==> config.mk <==
export PLATFORM = sky130hd
export DESIGN_NAME = alu_issue_ctrl
export DESIGN_NICKNAME = d
export VERILOG_FILES = /design/src/rtl/alu_issue_ctrl.sv
export SDC_FILE = /design/constraint.sdc
export NUM_CORES = 1
export LEC_CHECK = 0
export CORE_ASPECT_RATIO = 0.8
export CORE_UTILIZATION = 40
export CTS_CLUSTER_DIAMETER = 60
export DETAILED_ROUTE_END_ITERATION = 16
export PLACE_DENSITY = 0.76
export SYNTH_ARGS = -nofsm -noshare
export SYNTH_HDL_FRONTEND = slang
export SYNTH_SLANG_ARGS = --single-unit
export TNS_END_PERCENT = 100
==> constraint.sdc <==
create_clock -name clock -period 10.98 [get_ports clock]
set_clock_uncertainty 0.05 [all_clocks]
set_input_delay 2.745 -clock clock [delete_from_list [all_inputs] [get_ports clock]]
set_output_delay 2.745 -clock clock [all_outputs]
set_load 0.01 [all_outputs]
==> src/rtl/alu_issue_ctrl.sv <==
// Decode/issue controller for the combinational ALU: accept, regfile read, execute, writeback.
// Optional perf counters are built when ALU_ISSUE_PERF_EN is defined.
module alu_issue_ctrl #(
  parameter logic [4:0]  RSTATUS_REG = 5'd30,
  parameter int unsigned IMM_W       = 17
) (
  input  logic        clock,
  input  logic        reset,
  input  logic        in_valid,
  output logic        in_ready,
  input  logic [31:0] in_insn,
  output logic [4:0]  rf_rs_addr,
  output logic [4:0]  rf_rt_addr,
  input  logic [31:0] rf_rs_data,
  input  logic [31:0] rf_rt_data,
  output logic [31:0] alu_opA,
  output logic [31:0] alu_opB,
  output logic [4:0]  alu_opcode,
  output logic [4:0]  alu_shamt,
  input  logic [31:0] alu_result,
  input  logic        alu_ovf,
  output logic        wb_valid,
  input  logic        wb_ready,
  output logic [4:0]  wb_rd,
  output logic [31:0] wb_data,
  output logic        illegal
`ifdef ALU_ISSUE_PERF_EN
  ,
  output logic [31:0] perf_retired,
  output logic [15:0] perf_ovf
`endif
);

  typedef enum logic [1:0] {IDLE, READ, EXEC, WB} state_t;

  state_t      state, state_nx;
  logic [31:0] insn_q;
  logic [1:0]  ovf_code_q;
  logic [1:0]  ovf_code;
  logic [4:0]  op, aluop, rd;
  logic        is_r, is_addi, legal, ovf_hit, rd_nz;
  logic [31:0] imm_ext;

  assign op      = insn_q[31:27];
  assign rd      = insn_q[26:22];
  assign aluop   = insn_q[6:2];
  assign is_r    = (op == 5'b00000) && (aluop <= 5'd5);
  assign is_addi = (op == 5'b00101);
  assign legal   = is_r || is_addi;
  assign rd_nz   = (rd != 5'd0);
  assign imm_ext = {{(32 - IMM_W){insn_q[IMM_W-1]}}, insn_q[IMM_W-1:0]};

  // Overflow tag: 1 add, 2 addi, 3 sub; 0 means the op never reports overflow.
  always_comb begin
    ovf_code = 2'd0;
    if (is_addi)
      ovf_code = 2'd2;
    else if (is_r && aluop == 5'd0)
      ovf_code = 2'd1;
    else if (is_r && aluop == 5'd1)
      ovf_code = 2'd3;
  end

  assign ovf_hit = alu_ovf && (ovf_code_q != 2'd0);

  // Addresses come straight from the incoming word on the accept cycle so the
  // registered regfile read lands in READ; afterwards they hold the latched word.
  assign rf_rs_addr = (state == IDLE && in_valid) ? in_insn[21:17] : insn_q[21:17];
  assign rf_rt_addr = (state == IDLE && in_valid) ? in_insn[16:12] : insn_q[16:12];

  assign in_ready = (state == IDLE);
  assign wb_valid = (state == WB);
  assign illegal  = (state == READ) && !legal;

  always_comb begin
    state_nx = state;
    case (state)
      IDLE: if (in_valid) state_nx = READ;
      READ: state_nx = legal ? EXEC : IDLE;
      EXEC: state_nx = (ovf_hit || rd_nz) ? WB : IDLE;
      WB:   if (wb_ready) state_nx = IDLE;
      default: state_nx = IDLE;
    endcase
  end

  always_ff @(posedge clock or posedge reset) begin
    if (reset) begin
      state      <= IDLE;
      insn_q     <= '0;
      alu_opA    <= '0;
      alu_opB    <= '0;
      alu_opcode <= '0;
      alu_shamt  <= '0;
      ovf_code_q <= '0;
      wb_rd      <= '0;
      wb_data    <= '0;
    end else begin
      state <= state_nx;
      case (state)
        IDLE: if (in_valid) insn_q <= in_insn;
        READ: if (legal) begin
          alu_opA    <= rf_rs_data;
          alu_opB    <= is_addi ? imm_ext : rf_rt_data;
          alu_opcode <= is_addi ? 5'd0 : aluop;
          alu_shamt  <= is_addi ? 5'd0 : insn_q[11:7];
          ovf_code_q <= ovf_code;
        end
        EXEC: begin
          if (ovf_hit) begin
            wb_rd   <= RSTATUS_REG;
            wb_data <= {30'd0, ovf_code_q};
          end else if (rd_nz) begin
            wb_rd   <= rd;
            wb_data <= alu_result;
          end
        end
        default: ;
      endcase
    end
  end

`ifdef ALU_ISSUE_PERF_EN
  logic wb_ovf_q;

  always_ff @(posedge clock or posedge reset) begin
    if (reset) begin
      perf_retired <= '0;
      perf_ovf     <= '0;
      wb_ovf_q     <= 1'b0;
    end else begin
      if (state == EXEC)
        wb_ovf_q <= ovf_hit;
      if ((state == WB && wb_ready) || (state == EXEC && !ovf_hit && !rd_nz))
        perf_retired <= perf_retired + 32'd1;
      if (state == WB && wb_ready && wb_ovf_q)
        perf_ovf <= perf_ovf + 16'd1;
    end
  end
`endif

endmodule

# After elaboration in Yosys (flattened, before gate mapping)
# Cells that the tools add are included.
# op_classes
n_addsub	0
mul	0
div_mod_pow	0
magnitude_cmp	1
eq_ne	7
n_shift	0
mux	17
n_bitwise	0
reduce_logical	19
# op_table
operator	count
32-bit 2-to-1 mux	3
5-bit 2-to-1 mux	6
2-bit 2-to-1 mux	7
5-bit zero test	2
2-bit case mux with 4 select lines	1
2-bit AND reduction	4
1-bit logical AND	6
5-bit by 1-bit equality test with 1-bit output, second input constant	1
5-bit by 3-bit equality test with 1-bit output, second input constant	1
5-bit by 3-bit <= comparator with 1-bit output, second input constant	1
5-bit nonzero test	1
2-bit equality test, second input constant	2
2-bit nonzero test	2
2-bit by 1-bit equality test with 1-bit output, second input constant	1
2-bit zero test	1
1-bit logical OR	2
2-bit by 1-bit != test with 1-bit output, second input constant	1
2-bit != test, second input constant	1
1-bit zero test	1
# word_totals
reg_bits	147
latchBits	0
mem_bits_rw	0
rom_bits	0
input_bits	133
out_inout_bits	124
wordCells	53
mem_count	0

# Logic depth before layout (Yosys ltp)
# Gate-level depths: netlist (run 1).
# logic_depth
word_depth	6
ltp_mapped	6
ltp_nobuf	4

# Worst setup path before layout (run 1)
# Ideal clock, no wire load.
# synth_path
kind	input to output
from	input in_valid
to	output rf_rs_addr[2]
arrival_time_ns	3.790
required_ns	8.185
setup_slack_ns	4.395
path_stages	4
n_path_buf	2
cell_sequence	and2_1 > clkbuf_1 > clkbuf_1 > mux2_2
# synth_between
elab_chain_len	2
# synth_lines
element	line	source
from (decl)	9	input logic in_valid,
1-bit logical AND	68	assign rf_rs_addr = (state == IDLE && in_valid) ? in_insn[21:17] : insn_q[21:17];
5-bit 2-to-1 mux	68	
to (decl)	12	output logic [4:0] rf_rs_addr,
# No other way between the ends.

# Final worst setup path (run 1)
# layout_path
from	input in_valid
to	output rf_rt_addr[1]
# layout_between
elab_chain_len	2
# layout_lines
element	line	source
1-bit logical AND	69	assign rf_rt_addr = (state == IDLE && in_valid) ? in_insn[16:12] : insn_q[16:12];
5-bit 2-to-1 mux	69	
to (decl)	13	output logic [4:0] rf_rt_addr,
# No other way between the ends.

==> flow_summary.rst, run 1 <==
.. list-table::
   :header-rows: 1

   * - Metric
     - Value
   * - Sum of overflow across all layers after global routing
     - 0
   * - Launch point of the worst reg-to-reg path
     - insn_q[27]
   * - Number of flops mapped to enable cells by yosys
     - 0
   * - Gate count of the mapped netlist
     - 489
   * - Skew-Pair Late Insertion Delay
     - 410 ps
   * - Post-CTS setup buffer count
     - 0
   * - Clock transition at the register clock pins on the worst setup and hold paths after CTS
     - 60 ps
   * - Post-Synthesis Net Count
     - 622
   * - Num Clock Sinks
     - 147
   * - Kind of capture point of the worst setup path
     - output pin
   * - Setup WS post-layout
     - 3360 ps
   * - Dominant register cell in the synthesized netlist
     - sky130_fd_sc_hd__dfrtp_1
   * - Most area-hungry cell type in the Yosys netlist
     - sky130_fd_sc_hd__dfrtp_1
   * - Iteration count of the initial detailed-routing pass
     - 5
   * - Slowest stage cell on the critical path
     - sky130_fd_sc_hd__clkdlybuf4s50_1
   * - Via count of the first global-routing pass
     - 4,815
   * - Top achievable clock speed
     - 0.131 GHz
   * - Fin crit share
     - 69.4%
   * - Die Area
     - 15,600 um2
   * - Syn Std Cell Area
     - 6040 um2
   * - Post-route worst hold slack
     - 429 ps
   * - Largest cells by area after synthesis
     - sky130_fd_sc_hd__dfrtp_1 (61%), sky130_fd_sc_hd__mux2_2 (18%), sky130_fd_sc_hd__nand2_1 (5.1%)
   * - Total power per unit cell area
     - 260 nW/um2
   * - Initial antenna violation count
     - 0
   * - Number of CTS-inserted buffers
     - 17
   * - Number of synthesis warnings
     - 0
   * - Kind of path behind the tightest hold check
     - register to register
   * - Pin slew with the least headroom to its limit
     - 1190 ps
   * - Cell leakage power
     - 4.05 nW
   * - Count of final setup violators
     - 0
   * - Pin count of the biggest net entering global routing
     - 93
   * - First-pass GRT wire length
     - 24,700 um
   * - Average size of a mapped cell
     - 12.3 um2
   * - Seq cells post-synth
     - 147
   * - HPWL after detailed placement
     - 10,900 um
   * - Category of cells accounting for the largest share of critical-path delay
     - buffers and inverters
   * - Data arrival time of the critical path
     - 4830 ps
   * - Required time reported for the critical path endpoint
     - 8190 ps
   * - Multi-input gate area in the final layout
     - 2130 um2
   * - Remaining max-slew budget at the tightest pin
     - 20.5%
   * - Top-Level Pins
     - 257
   * - Critical Path Start
     - in_valid
   * - Post-cts repair resize count
     - 0
   * - Final critical-path required period
     - 7620 ps
   * - Detailed Route WL
     - 15,300 um
   * - Last weighted congestion value of the routability-driven placer
     - 0.756
   * - Cell breakdown of the critical path
     - clkdlybuf4s50_1, and2_1, buf_4, mux2_2, clkdlybuf4s50_1
   * - Highest fanout seen on the critical path
     - 29
   * - Maximum level of the CTS H-tree
     - 4
   * - Post-synthesis async set-or-reset flop share
     - 100%
   * - Ratio of routed vias to standard cells
     - 4.86
   * - Number of nets in the final layout
     - 872
   * - Proportion of layout cells with a drive suffix above 1
     - 18.0%
   * - Core footprint
     - 14,500 um2
   * - Yosys top cell area share
     - 60.9%
   * - Final Hold Violating Endpoints
     - 0
   * - Sequential area share after synthesis
     - 60.9%
   * - Total via count after detailed routing
     - 4,545
   * - Clock Tree Buf Depth
     - 2
   * - Setup CP Type
     - input port to output pin
   * - Total of hold buffers inserted after clock tree synthesis
     - 0
   * - Critical path's most frequent cell
     - sky130_fd_sc_hd__clkdlybuf4s50_1
   * - Aggregate negative setup slack
     - 0 ps
   * - Average wire per standard cell
     - 16.4 um
   * - Number of filler instances in the final layout
     - 1,087
   * - Starting DRC count in detailed routing
     - 176
   * - Starting density of the core
     - 41.6%
   * - Worst reg2reg setup slack
     - 8100 ps
   * - TritonCTS clock tree
     - done
   * - Width of the die
     - 139 um
   * - Post-placement setup slack
     - 3340 ps
   * - Unrepaired setup endpoints after global routing
     - false
   * - Number of design rule violations left after detail routing
     - 0
   * - Clock Tree Root
     - sky130_fd_sc_hd__clkbuf_16
   * - Buf+Inv Stages, Crit Path
     - 3
   * - Post-layout utilization of the core
     - 63.9%
   * - Max incr delay on CP
     - 480 ps
   * - Cell Rows
     - 39
   * - Antenna cells
     - 0
   * - Maxcap violations
     - 0
   * - Final antenna-violating net count
     - 0
   * - Crit start category
     - input port
   * - Max VDD drop
     - 0.000154 V
   * - Synthesis-to-finish area growth
     - 53.5%
   * - Hold_sp
     - wb_data[31]
   * - Total routing resource utilization after global routing
     - 20.6%
   * - Die height
     - 112 um
   * - FF+latch area
     - 3680 um2
   * - Unique cell type count in the Yosys netlist
     - 32
   * - Run status
     - finished, final reports clean
   * - IO buf count
     - 256
   * - Count of final max-slew check failures
     - 0
[synthesized netlist by cell type (2+ instances only)]
| master | n |
|---|---|
| sky130_fd_sc_hd__a21boi_0 | 2 |
| sky130_fd_sc_hd__a21oi_1 | 17 |
| sky130_fd_sc_hd__buf_2 | 11 |
| sky130_fd_sc_hd__buf_4 | 4 |
| sky130_fd_sc_hd__clkbuf_1 | 12 |
| sky130_fd_sc_hd__dfrtp_1 | 147 |
| sky130_fd_sc_hd__inv_1 | 28 |
| sky130_fd_sc_hd__mux2_1 | 3 |
| sky130_fd_sc_hd__mux2_2 | 94 |
| sky130_fd_sc_hd__mux2i_1 | 24 |
| sky130_fd_sc_hd__nand2_1 | 82 |
| sky130_fd_sc_hd__nor2_1 | 5 |
| sky130_fd_sc_hd__nor2b_1 | 2 |
| sky130_fd_sc_hd__o21ai_0 | 39 |
| sky130_fd_sc_hd__or2_2 | 2 |
[logic make-up after synthesis]
kind of cell    after synthesis  synth area share, %
compound gates               63                 5.64
flops                       147                 60.9
buf+inv                      57                 4.17
mux                         121                 22.1
simple gates                101                 7.17
[report_power, final]
| part | internal, mW | switching, mW |
|---|---|---|
| clock | 0.298 | 0.212 |
| sequential | 0.788 | 0.153 |
| combinational | 0.571 | 0.385 |
[flip-flops by register name, indices dropped and copies added, names as in the netlist]
name        cells
alu_opA        32
alu_opB        32
insn_q         32
wb_data        32
alu_opcode      5
alu_shamt       5
wb_rd           5
ovf_code_q      2
state           2
[routing by layer]
metal  share of wire, %  GRT usage, %  vias to the layer above  routed length, um
met5                  0             0                        -                  0
met4                1.0          7.41                        0                155
met3                8.8          7.57                       12               1360
met2                 49          34.8                      183               7550
met1                 41          23.9                     2200               6250
li1                   -             -                     2150                  -
[final timing paths]
check / end / cells after the start
setup / recovery: rf_rt_addr[1] / 5
hold / removal: wb_data[31] / 2
setup reg to reg: alu_opA[23] / 5
hold reg to reg: wb_data[31] / 2
max in group asynchronous: wb_data[7] / 3
min in group asynchronous: alu_opA[19] / 2
[layout make-up]
| type | count | area share (%) |
|---|---|---|
| tap | 184 | 2.48 |
| clock inverter | 9 | 0.635 |
| multi-input combinational | 285 | 23.0 |
| inverter | 28 | 1.19 |
| timing repair buffer | 260 | 28.0 |
| sequential | 147 | 39.7 |
| clock buffer | 22 | 5.01 |
[per-stage QoR]
stage               power [mW]  std cells  instance area (um2)
global placement          1.87        904                 8740
floorplan                 1.35        489                 6040
global route              2.56        935                 9270
CTS                       2.44        935                 9270
finish                    2.41        935                 9270
detailed placement        1.91        904                 8740
[worst register-to-register path, stage by stage, from the launching register on]
cell and delay (ps):
sky130_fd_sc_hd__dfrtp_1 430, sky130_fd_sc_hd__nor4_2 310, sky130_fd_sc_hd__a22oi_1 150, sky130_fd_sc_hd__nor3b_4 480, sky130_fd_sc_hd__buf_4 830, sky130_fd_sc_hd__mux2_2 520
[layout by cell type, fill, tap and decap left out, types with 2 or more instances in the layout]
master | synthesis | final
sky130_fd_sc_hd__nor2_1 | 5 | 5
sky130_fd_sc_hd__o21ai_0 | 39 | 38
sky130_fd_sc_hd__clkinv_2 | 0 | 5
sky130_fd_sc_hd__dfrtp_1 | 147 | 147
sky130_fd_sc_hd__nand2_1 | 82 | 82
sky130_fd_sc_hd__mux2i_1 | 24 | 24
sky130_fd_sc_hd__clkinv_4 | 0 | 3
sky130_fd_sc_hd__mux2_2 | 94 | 94
sky130_fd_sc_hd__inv_1 | 28 | 27
sky130_fd_sc_hd__mux2_1 | 3 | 3
sky130_fd_sc_hd__a21boi_0 | 2 | 2
sky130_fd_sc_hd__buf_4 | 4 | 4
sky130_fd_sc_hd__clkdlybuf4s50_1 | 0 | 256
sky130_fd_sc_hd__a21oi_1 | 17 | 17
sky130_fd_sc_hd__nor2b_1 | 2 | 2
sky130_fd_sc_hd__clkbuf_1 | 12 | 3
sky130_fd_sc_hd__clkbuf_16 | 0 | 17
sky130_fd_sc_hd__or2_2 | 2 | 2
sky130_fd_sc_hd__clkbuf_8 | 0 | 2
Power figures use the tool's default switching activity.
==> run 2, diff against run 1 <==
--- a/config.mk
+++ b/config.mk
@@ -6,10 +6,10 @@
 export NUM_CORES = 1
 export LEC_CHECK = 0
 export CORE_ASPECT_RATIO = 0.8
-export CORE_UTILIZATION = 40
+export CORE_UTILIZATION = 39
 export CTS_CLUSTER_DIAMETER = 60
 export DETAILED_ROUTE_END_ITERATION = 16
-export PLACE_DENSITY = 0.76
+export PLACE_DENSITY = 0.77
 export SYNTH_ARGS = -nofsm -noshare
 export SYNTH_HDL_FRONTEND = slang
 export SYNTH_SLANG_ARGS = --single-unit
==> constraint.sdc (replaced) <==
create_clock -name clock -period 7 [get_ports clock]
set_clock_uncertainty 0.05 [all_clocks]
set_input_delay 1.75 -clock clock [delete_from_list [all_inputs] [get_ports clock]]
set_output_delay 1.75 -clock clock [all_outputs]
set_load 0.01 [all_outputs]
==> run 2 against run 1 <==
Die area rose by 2.5%. Sequential share of layout area is 0.43 points lower. Combinational power grew 56%.
==> flow_summary.rst, run 2 (synthesis results as in run 1) <==
.. list-table::
   :header-rows: 1

   * - Metric
     - Value
   * - IO buf count
     - 256
   * - Leading cell types in the layout, fill and taps excluded
     - sky130_fd_sc_hd__clkdlybuf4s50_1 (256), sky130_fd_sc_hd__dfrtp_1 (147), sky130_fd_sc_hd__mux2_2 (94), sky130_fd_sc_hd__nand2_1 (82), sky130_fd_sc_hd__o21ai_0 (38)
   * - Depth of the worst register-to-register path
     - 5
   * - Starting density of the core
     - 40.1%
   * - Unrepaired setup endpoints after global routing
     - false
   * - Total of hold buffers inserted after clock tree synthesis
     - 0
   * - Top-Level Pins
     - 257
   * - Top achievable clock speed
     - 0.177 GHz
   * - Number of nets in the final layout
     - 871
   * - Synthesis-to-finish area growth
     - 55.2%
   * - Routed metal-1 wire length
     - 6450 um
   * - Initial antenna violation count
     - 0
   * - Terminating pin of the worst hold path
     - wb_rd[2]
   * - Maximum level of the CTS H-tree
     - 4
   * - Core footprint
     - 15,100 um2
   * - Max VDD drop
     - 0.000228 V
   * - Post-route worst hold slack
     - 427 ps
   * - HPWL after detailed placement
     - 10,600 um
   * - Number of filler instances in the final layout
     - 1,162
   * - Uppermost metal layer occupied by signal nets
     - met4
   * - Total length of routed met2 wires
     - 7280 um
   * - Worst reg2reg setup slack
     - 3740 ps
   * - First-pass GRT wire length
     - 24,100 um
   * - Post-CTS setup buffer count
     - 0
   * - Crit start category
     - input port
   * - Clock Tree Root
     - sky130_fd_sc_hd__clkbuf_16
   * - Antenna cells
     - 0
   * - Count of final max-slew check failures
     - 0
   * - Total routing resource utilization after global routing
     - 19.6%
   * - FF+latch area
     - 3680 um2
   * - Final Hold Violating Endpoints
     - 0
   * - Maxcap violations
     - 0
   * - Num Clock Sinks
     - 147
   * - Highest fanout seen on the critical path
     - 34
   * - Skew-Pair Late Insertion Delay
     - 410 ps
   * - Remaining max-slew budget at the tightest pin
     - 21.0%
   * - Routed wl met3
     - 968 um
   * - Post-cts repair resize count
     - 0
   * - Total power per unit cell area
     - 413 nW/um2
   * - Pin slew with the least headroom to its limit
     - 1190 ps
   * - Number of CTS-inserted buffers
     - 17
   * - Launch point of the worst reg-to-reg path
     - insn_q[27]
   * - Cell Rows
     - 40
   * - Multi-input gate area in the final layout
     - 2130 um2
   * - Starting DRC count in detailed routing
     - 161
   * - Required time reported for the critical path endpoint
     - 5200 ps
   * - Final critical-path required period
     - 5650 ps
   * - Last weighted congestion value of the routability-driven placer
     - 0.762
   * - Die height
     - 113 um
   * - Sum of overflow across all layers after global routing
     - 0
   * - Via count of the first global-routing pass
     - 4,721
   * - Number of design rule violations left after detail routing
     - 0
   * - Die Area
     - 16,000 um2
   * - Detailed Route WL
     - 14,900 um
   * - Most common library cell in the layout ignoring fill and taps
     - sky130_fd_sc_hd__clkdlybuf4s50_1
   * - WHS Path Cells
     - 2
   * - Iteration count of the initial detailed-routing pass
     - 4
   * - Ratio of routed vias to standard cells
     - 4.65
   * - Final antenna-violating net count
     - 0
   * - Width of the die
     - 141 um
   * - Pin count of the biggest net entering global routing
     - 96
   * - Cell leakage power
     - 4.08 nW
   * - Kind of path behind the tightest hold check
     - register to register
   * - Aggregate negative setup slack
     - 0 ps
   * - Average wire per standard cell
     - 15.5 um
   * - Data arrival time of the critical path
     - 3850 ps
   * - Total via count after detailed routing
     - 4,470
   * - Kind of capture point of the worst setup path
     - output pin
   * - Setup CP Type
     - input port to output pin
   * - Critical R2R Capture
     - alu_opA[29]
   * - Count of final setup violators
     - 0
   * - Hold_sp
     - wb_rd[2]
   * - Clock transition at the register clock pins on the worst setup and hold paths after CTS
     - 50 ps
   * - Fin crit share
     - 80.7%
   * - Proportion of layout cells with a drive suffix above 1
     - 18.4%
   * - TritonCTS clock tree
     - done
   * - Run status
     - finished, final reports clean
   * - Clock Tree Buf Depth
     - 2
-- run 2: cell count changes in the layout (fill, tap and decap cells not counted) --
| cell | previous run | this run |
|---|---|---|
| sky130_fd_sc_hd__buf_4 | 4 | 3 |
| sky130_fd_sc_hd__clkinv_4 | 3 | 1 |
| sky130_fd_sc_hd__and2_2 | 0 | 1 |
| sky130_fd_sc_hd__clkbuf_8 | 2 | 5 |
| sky130_fd_sc_hd__clkbuf_1 | 3 | 1 |
| sky130_fd_sc_hd__and2_1 | 1 | 0 |
| sky130_fd_sc_hd__bufinv_16 | 0 | 2 |
-- run 2: metal layers --
| layer | global-route usage (%) | vias to the layer above |
|---|---|---|
| met2 | 32.6 | 157 |
| met4 | 7.75 | 0 |
| met1 | 24.1 | 2150 |
| met3 | 5.71 | 19 |
| li1 | - | 2144 |
| met5 | 0 | - |
-- run 2: worst max path at each step --
stage / end / slack, ps / cells after the start / from
2_1_floorplan: alu_opA[0] / 1250 / 1 / reset
4_1_cts: rf_rs_addr[4] / 1320 / 4 / in_valid
6_report: rf_rs_addr[4] / 1350 / 4 / in_valid
5_1_grt: rf_rs_addr[4] / 1240 / 4 / in_valid
3_5_place_dp: rf_rs_addr[4] / 1310 / 4 / in_valid
3_3_place_gp: rf_rt_addr[0] / 1350 / 4 / in_valid
-- run 2: area by class of cell --
class / instances / area share (%)
well taps: 210 / 2.80
repair buffers: 259 / 27.6
inverters: 28 / 1.18
clock buffers: 23 / 5.32
flip-flops and latches: 147 / 39.3
multi-input cells: 285 / 22.8
clock inverters: 9 / 1.08
-- run 2: worst max-delay path, stage by stage --
cell and delay [ps]:
sky130_fd_sc_hd__clkdlybuf4s50_1 450, sky130_fd_sc_hd__and2_2 720, sky130_fd_sc_hd__mux2_2 440, sky130_fd_sc_hd__clkdlybuf4s50_1 480
-- run 2: through the flow --
| stage | cells | util, % | worst slack, ps | power (mW) | cell area [um2] |
|---|---|---|---|---|---|
| floorplan | 489 | - | 1250 | 2.11 | 6040 |
| CTS | 961 | 62.2 | 1320 | 3.92 | 9370 |
| detailed placement | 929 | 58.2 | 1310 | 2.99 | 8770 |
| global route | 961 | 62.2 | 1240 | 4.11 | 9370 |
| finish | 961 | 62.2 | 1350 | 3.87 | 9370 |
| global placement | 929 | 58.2 | 1350 | 2.93 | 8770 |
-- run 2: power by group --
group	total (mW)	internal, mW	switching (mW)
Sequential	1.47	1.24	0.237
Combinational	1.49	0.894	0.600
Clock	0.907	0.570	0.337
==> run 3, diff against run 2 <==
==> constraint.sdc (replaced) <==
create_clock -name clock -period 4.65 [get_ports clock]
set_clock_uncertainty 0.05 [all_clocks]
set_input_delay 1.1625 -clock clock [delete_from_list [all_inputs] [get_ports clock]]
set_output_delay 1.1625 -clock clock [all_outputs]
set_load 0.01 [all_outputs]
==> run 3 against run 2 <==
Critical path depth unchanged. Sequential power rose by 50%. Non-clock buffer count increased by 3. Worst setup slack got worse by 920 ps. Flip-flop and latch count stayed put. Critical path type unchanged.
==> flow_summary.rst, run 3 (synthesis results as in run 1) <==
.. list-table::
   :header-rows: 1

   * - Metric
     - Value
   * - Highest fanout seen on the critical path
     - 20
   * - Critical Path Start
     - in_valid
   * - Number of design rule violations left after detail routing
     - 0
   * - Data arrival time of the critical path
     - 3010 ps
   * - Kind of capture point of the worst setup path
     - output pin
   * - Die height
     - 113 um
   * - Switching Share
     - 30.7%
   * - Crit start category
     - input port
   * - Remaining max-slew budget at the tightest pin
     - 16.9%
   * - Post-route worst hold slack
     - 426 ps
   * - HPWL after detailed placement
     - 10,500 um
   * - Total power per unit cell area
     - 618 nW/um2
   * - Required time reported for the critical path endpoint
     - 3440 ps
   * - Setup WS post-layout
     - 423 ps
   * - Starting density of the core
     - 40.1%
   * - Internal power summed over all cells
     - 4.03 mW
   * - Maxcap violations
     - 0
   * - Final critical-path required period
     - 4230 ps
   * - Maximum level of the CTS H-tree
     - 4
   * - TritonCTS clock tree
     - done
   * - Skew-Pair Late Insertion Delay
     - 410 ps
   * - Total routing resource utilization after global routing
     - 19.7%
   * - Num Clock Sinks
     - 147
   * - Post-placement setup slack
     - 410 ps
   * - Number of nets in the final layout
     - 874
   * - Run status
     - finished, final reports clean
   * - Number of CTS-inserted buffers
     - 17
   * - Last weighted congestion value of the routability-driven placer
     - 0.754
   * - Fin crit share
     - 90.9%
   * - Clock transition at the register clock pins on the worst setup and hold paths after CTS
     - 60 ps
   * - Width of the die
     - 141 um
   * - Cell leakage power
     - 4.09 nW
   * - Core footprint
     - 15,100 um2
   * - Aggregate negative setup slack
     - 0 ps
   * - Launch point of the worst reg-to-reg path
     - insn_q[22]
   * - Unrepaired setup endpoints after global routing
     - false
   * - Via count of the first global-routing pass
     - 4,703
   * - Iteration count of the initial detailed-routing pass
     - 4
   * - Pin slew with the least headroom to its limit
     - 1250 ps
   * - Proportion of layout cells with a drive suffix above 1
     - 18.7%
   * - Count of final setup violators
     - 0
   * - Starting DRC count in detailed routing
     - 146
   * - Detailed Route WL
     - 15,000 um
   * - Sequential share of power
     - 37.8%
   * - Initial antenna violation count
     - 0
   * - Instance area after placement
     - 8810 um2
   * - Cell Rows
     - 40
   * - Synthesis-to-finish area growth
     - 55.8%
   * - Total via count after detailed routing
     - 4,524
   * - Antenna cells
     - 0
   * - Post-CTS setup buffer count
     - 0
   * - Sum of overflow across all layers after global routing
     - 0
   * - Clock Tree Root
     - sky130_fd_sc_hd__clkbuf_16
   * - Pin count of the biggest net entering global routing
     - 148
   * - Max VDD drop
     - 0.000316 V
   * - Ratio of routed vias to standard cells
     - 4.69
   * - Leading cell types in the layout, fill and taps excluded
     - sky130_fd_sc_hd__clkdlybuf4s50_1 (256), sky130_fd_sc_hd__dfrtp_1 (147), sky130_fd_sc_hd__mux2_2 (94), sky130_fd_sc_hd__nand2_1 (82), sky130_fd_sc_hd__o21ai_0 (38)
   * - Proportion of power drawn by the clock network
     - 23.2%
   * - Switching power of the nets
     - 1.78 mW
   * - Kind of path behind the tightest hold check
     - register to register
   * - Most common library cell in the layout ignoring fill and taps
     - sky130_fd_sc_hd__clkdlybuf4s50_1
   * - Die Area
     - 16,000 um2
   * - Top-Level Pins
     - 257
   * - Total of hold buffers inserted after clock tree synthesis
     - 0
   * - First-pass GRT wire length
     - 24,300 um
   * - Average wire per standard cell
     - 15.5 um
   * - IO buf count
     - 256
   * - Post-cts repair resize count
     - 0
   * - Count of final max-slew check failures
     - 0
   * - Final Hold Violating Endpoints
     - 0
   * - Setup CP Type
     - input port to output pin
   * - Clock Tree Buf Depth
     - 2
   * - Top achievable clock speed
     - 0.237 GHz
   * - Hold_sp
     - wb_rd[2]
   * - Post-Layout Inst Area
     - 9400 um2
   * - Final antenna-violating net count
     - 0
   * - Part of the power in combinational logic
     - 39.0%
-- run 3: cell types whose count changed in the layout (fill, tap and decap cells not counted), sizes merged --
cell      before  now
clkinvlp       1    5
buf            3    6
clkbuf        23   20
clkinv         6    5
-- run 3: area by class of cell --
cell class	instances	area, um2
Clock buffer	20	457
Clock inverter	12	131
Fill cell	1160	5660
Inverter	28	109
Multi-Input combinational cell	285	2130
Sequential cell	147	3680
Tap cell	210	263
Timing Repair Buffer	262	2630
-- run 3: critical path, cell delays in order --
cell,delay [ps]
sky130_fd_sc_hd__clkdlybuf4s50_1,450
sky130_fd_sc_hd__and2_2,480
sky130_fd_sc_hd__mux2_2,430
sky130_fd_sc_hd__clkdlybuf4s50_1,480
-- run 3: worst paths after layout --
check | endpoint | slack [ps] | cells past startpoint
min in group asynchronous | alu_opA[29] | 1230 | 3
min | wb_rd[2] | 430 | 2
max reg2reg | state[1] | 2100 | 4
max in group asynchronous | alu_opB[29] | 2620 | 3
max | rf_rs_addr[3] | 420 | 4
min reg2reg | wb_rd[2] | 430 | 2
-- run 3: power by group through the flow --
stage	clock [mW]	combinational (mW)	sequential, mW
floorplan	0	0.811	2.37
global placement	0	2.24	2.19
detailed placement	0	2.29	2.22
CTS	1.39	2.30	2.21
global route	1.45	2.45	2.29
finish	1.35	2.27	2.20
-- run 3: metrics by stage --
| step | total power, mW | utilization, % | std cells |
|---|---|---|---|
| after floorplan | 3.18 | - | 489 |
| after global placement | 4.43 | 58.5 | 932 |
| after detailed placement | 4.51 | 58.5 | 932 |
| after CTS | 5.90 | 62.4 | 964 |
| after global routing | 6.19 | 62.4 | 964 |
| final | 5.82 | 62.4 | 964 |
-- run 3: metal layers --
metal / GRT usage, % / share of wire [%] / vias up
li1: - / - / 2156
met1: 24.3 / 43 / 2172
met2: 31.7 / 48 / 174
met3: 7.19 / 7.4 / 22
met4: 7.25 / 1.8 / 0
met5: 0 / 0 / -
